**src/rtl/mux_nx1_pipe.sv**
```systemverilog
// N-input operand-select mux with a registered output stage, valid/ready handshake,
// a 2-entry skid buffer (main + skid register) and a synchronous flush.
module mux_nx1_pipe #(
  parameter int WIDTH = 32,
  parameter int N     = 4,
  parameter int SEL_W = 2
) (
  input  logic               clk,
  input  logic               rst,
  input  logic               flush,
  input  logic [N*WIDTH-1:0] in_data,
  input  logic [SEL_W-1:0]   in_sel,
  input  logic               in_valid,
  output logic               in_ready,
  output logic [WIDTH-1:0]   out_data,
  output logic               out_sel_err,
  output logic               out_valid,
  input  logic               out_ready
);

  logic [WIDTH-1:0] m_data;
  logic             m_err;
  logic             m_valid;
  logic [WIDTH-1:0] s_data;
  logic             s_err;
  logic             s_valid;

  logic [WIDTH-1:0] sel_data;
  logic             sel_err;
  logic             accept;
  logic             send;

  // Out-of-range selects yield zero data with the error flag set.
  always_comb begin
    sel_data = '0;
    sel_err  = 1'b1;
    for (int k = 0; k < N; k++) begin
      if (int'(in_sel) == k) begin
        sel_data = in_data[k*WIDTH +: WIDTH];
        sel_err  = 1'b0;
      end
    end
  end

  assign in_ready = !s_valid;
  assign accept   = in_valid && in_ready;
  assign send     = m_valid && out_ready;

  always_ff @(posedge clk) begin
    if (rst) begin
      m_valid <= 1'b0;
      m_data  <= '0;
      m_err   <= 1'b0;
      s_valid <= 1'b0;
      s_data  <= '0;
      s_err   <= 1'b0;
    end else if (flush) begin
      m_valid <= 1'b0;
      s_valid <= 1'b0;
    end else if (s_valid) begin
      // in_ready is low here, so only draining the skid entry is possible
      if (send) begin
        m_data  <= s_data;
        m_err   <= s_err;
        s_valid <= 1'b0;
      end
    end else begin
      if (accept && (!m_valid || send)) begin
        m_data  <= sel_data;
        m_err   <= sel_err;
        m_valid <= 1'b1;
      end else if (accept) begin
        s_data  <= sel_data;
        s_err   <= sel_err;
        s_valid <= 1'b1;
      end else if (send) begin
        m_valid <= 1'b0;
      end
    end
  end

  assign out_data    = m_data;
  assign out_sel_err = m_err;
  assign out_valid   = m_valid;

endmodule

```
**config.mk**
```make
export PLATFORM = sky130hd
export DESIGN_NAME = mux_nx1_pipe
export DESIGN_NICKNAME = d
export VERILOG_FILES = /design/src/rtl/mux_nx1_pipe.sv
export SDC_FILE = /design/constraint.sdc
export NUM_CORES = 1
export LEC_CHECK = 0
export CORE_AREA = 2 2 77 116
export DETAILED_ROUTE_END_ITERATION = 12
export DIE_AREA = 0 0 79 118
export GPL_ROUTABILITY_DRIVEN = 1
export PLACE_DENSITY = 0.85
export SLEW_MARGIN = 20
export SYNTH_ARGS = -nofsm -noshare
export SYNTH_HDL_FRONTEND = slang
export SYNTH_SLANG_ARGS = --single-unit
```
**constraint.sdc**
```tcl
create_clock -name clk -period 2.2 [get_ports clk]
set_input_delay 0.66 -clock clk [delete_from_list [all_inputs] [get_ports clk]]
set_output_delay 0.66 -clock clk [all_outputs]
set_load 0.01 [all_outputs]
```
==> flow_metrics.py <==
metrics = {
    "status": {
        "status": "finished, final reports clean",
    },
    "setup_path": {
        "required_ns": 1.54,
        "setup.worst_path.start": "out_valid",
        "cp.arrival_ns": 1.44,
        "path_cells": "clkdlybuf4s50_1",
        "slowest_delay_ns": 0.60,
        "endpoint_kind": "output pin",
        "path_buf_inv": 1,
        "path_max_fanout": 9,
        "crit_type": "reg -> out",
        "worstSetupStartpointType": "flop",
        "r2r-start": "s_valid",
        "crit_path_top_delay_cell": "clkdlybuf4s50_1",
        "cp_top_family": "buffers and inverters",
    },
    "power_and_ir_drop": {
        "p_total_w": 0.003485,
        "p_comb_share_pct": 22.4,
        "switching_share_pct": 23.65,
        "p_int_w": 0.002661,
        "power.switching_w": 0.0008244,
        "p_seq_share_pct": 37.7,
        "p_leak_nw": 2.024,
        "peakVddDrop_uv": 531.2,
        "powerDensity_nw_per_um2": 606.9,
        "clkPwrFrac_pct": 39.9,
    },
    "routing": {
        "viasPerCell": 6.083,
        "drtAntennaViolNets": 0,
        "finalWirelength_um": 11340,
        "drt_first_pass_iters": 5,
        "dr_total_vias": 3577,
        "routedWlPerCell_um": 19.28,
        "drc_errors": 0,
        "drt_iter0_markers": 235,
    },
    "synthesis": {
        "syn-cell-area_um2": 3694,
        "synth.most_common_cell": "dfxtp_1",
        "yosysTopAreaCell": "dfxtp_1",
        "avgSynthCellArea_um2": 11.61,
        "synthesis.nets": 453,
        "synth-edff-count": 0,
        "ys.warnings.count": 0,
        "ys_ff_latch": 68,
        "synth_ff_type": "dfxtp_1",
        "synthDistinctLibCells": 32,
        "synth_area_leaders": "dfxtp_1, mux4_2, a311oi_2",
        "synthTopCellsByCount": "dfxtp_1, nand2_1, a22o_1, a31oi_1, mux4_2",
        "synthArstFlopShare_pct": 0,
        "ys_seq_area_share_pct": 36.86,
        "synth_top_area_share_pct": 36.86,
        "synth_cells": 318,
    },
    "timing": {
        "rsz0062_at_grt": "false",
        "slew_viol_final": 0,
        "fin_crit_ns": 2.102,
        "fin_crit_sh_pct": 95.53,
        "hold_violations": 0,
        "finalSetupViolCount": 0,
        "fin_skew_ns": 0.004810,
        "worst_pin_slew_ns": 0.4572,
        "relSlewSlack_pct": 69.52,
        "fmax_mhz": 475.8,
    },
    "clock_network": {
        "ctsRootBufferMaster": "clkbuf_16",
        "clk_pin_slew_ns": 0.05,
        "cts.repair.resized": 0,
        "cts_buffers": 9,
        "clock_latency_ns": 0.32,
        "cts_tree": "done",
        "post_cts_buffers": 0,
        "cts_buffer_depth": 2,
        "cts_hold_buffers": 0,
        "cts.sinks": 68,
        "h-tree-depth": 3,
    },
    "finish": {
        "drive_gt1_share_pct": 19.33,
        "fin_area_um2": 5743,
        "utilization_pct": 69.11,
        "fillers": 633,
        "stdcell_count": 588,
        "n_antenna_cell": 0,
        "nNetsFinal": 612,
        "area_delta_synth_final_pct": 55.49,
    },
    "placed_design": {
        "dp.final_hpwl_um": 8045,
        "gp_congestion": 0.7956,
        "dp.cells": 573,
        "dpl_cell_area_um2": 5450,
        "portBuffers": 169,
    },
    "flow_run": {
        "maxCapViolCount": 0,
    },
    "global_route": {
        "overflow": 0,
        "antenna_found_initial": 0,
        "grt_pass1_vias": 3664,
        "grt_pass1_wl_um": 18110,
        "grt_util_all_layers_pct": 24.46,
        "grt_max_degree": 39,
    },
    "floorplan": {
        "dieHeight_um": 118,
        "die_area_um2": 9322,
        "initial_core_util_pct": 44.44,
        "placementRows": 41,
        "io_pins": 170,
        "coreArea_um2": 8310,
        "die_x_um": 79,
    },
    "min_path": {
        "min_path_type": "reg -> reg",
        "min_from": "out_sel_err",
    },
}
## layout make-up
cell class                      count  area, um^2  share of cell area [%]
Clock buffer                       11       242.7                   4.227
Clock inverter                      4       50.05                  0.8715
Inverter                            3       11.26                  0.1961
Multi-Input combinational cell    211        2037                   35.47
Sequential cell                    68        1361                   23.70
Tap cell                          107       133.9                   2.331
Timing Repair Buffer              184        1907                   33.20
## sequential cells by signal, indices dropped and copies added (netlist names)
name and count:
out_data 32, out_sel_err 1, s_valid 1, out_valid 1, s_err 1, s_data 32
## routing by layer
layer | global-route usage (%) | wire (um) | vias to the layer above
met1 | 27.09 | 4081 | 1788
li1 | - | - | 1584
met2 | 44.33 | 6214 | 176
met3 | 4.908 | 741 | 29
met4 | 10.24 | 297 | 0
met5 | 0 | 0 | -
## cell usage in the layout, fill, tap and decap left out, types with 2 or more instances in the layout
cell type | Yosys | routed
a21oi_1 | 2 | 2
a22o_1 | 32 | 32
a311oi_1 | 9 | 9
a311oi_2 | 23 | 23
a31oi_1 | 32 | 32
buf_12 | 3 | 9
buf_2 | 12 | 2
buf_4 | 0 | 6
clkbuf_16 | 0 | 9
clkdlybuf4s50_1 | 0 | 167
clkinvlp_4 | 0 | 2
dfxtp_1 | 68 | 68
inv_2 | 2 | 2
mux4_2 | 32 | 32
nand2_1 | 67 | 67
## power groups by stage
stage	registers [W]	logic (W)	clock network (W)
final	0.00131	0.000781	0.00139
after global placement	0.00134	0.000757	0
after floorplan	0.00135	0.000354	0
after CTS	0.00131	0.000782	0.00140
after detailed placement	0.00134	0.000778	0
after global routing	0.00132	0.000825	0.00148
## stage by stage
| stage | TNS [ns] | hold slack [ns] | setup slack [ns] |
|---|---|---|---|
| floorplan | 0 | 0.4296 | 0.4588 |
| global placement | 0 | 0.4455 | 0.03726 |
| detailed placement | -0.1069 | 0.4637 | -0.02916 |
| CTS | 0 | 0.4712 | 0.07228 |
| global route | 0 | 0.4898 | 0.05847 |
| finish | 0 | 0.4691 | 0.09825 |
## path summary, 6_finish.rpt
| path | end | slack (ns) | cells after the start |
|---|---|---|---|
| max | out_valid | 0.1 | 1 |
| min | out_sel_err | 0.47 | 2 |
| max reg2reg | out_data[13] | 0.37 | 4 |
| min reg2reg | out_sel_err | 0.47 | 2 |
## kinds of logic (layout without fill, tap and decap cells)
family	after synthesis	in the layout	share of synthesized area, %
buffers and inverters	39	202	8.469
AOI/OAI and AO/OA	102	102	25.78
and+or+nand+nor	75	75	8.706
muxes	34	34	20.19
DFF	68	68	36.86
(Power assumes the default switching activity.)
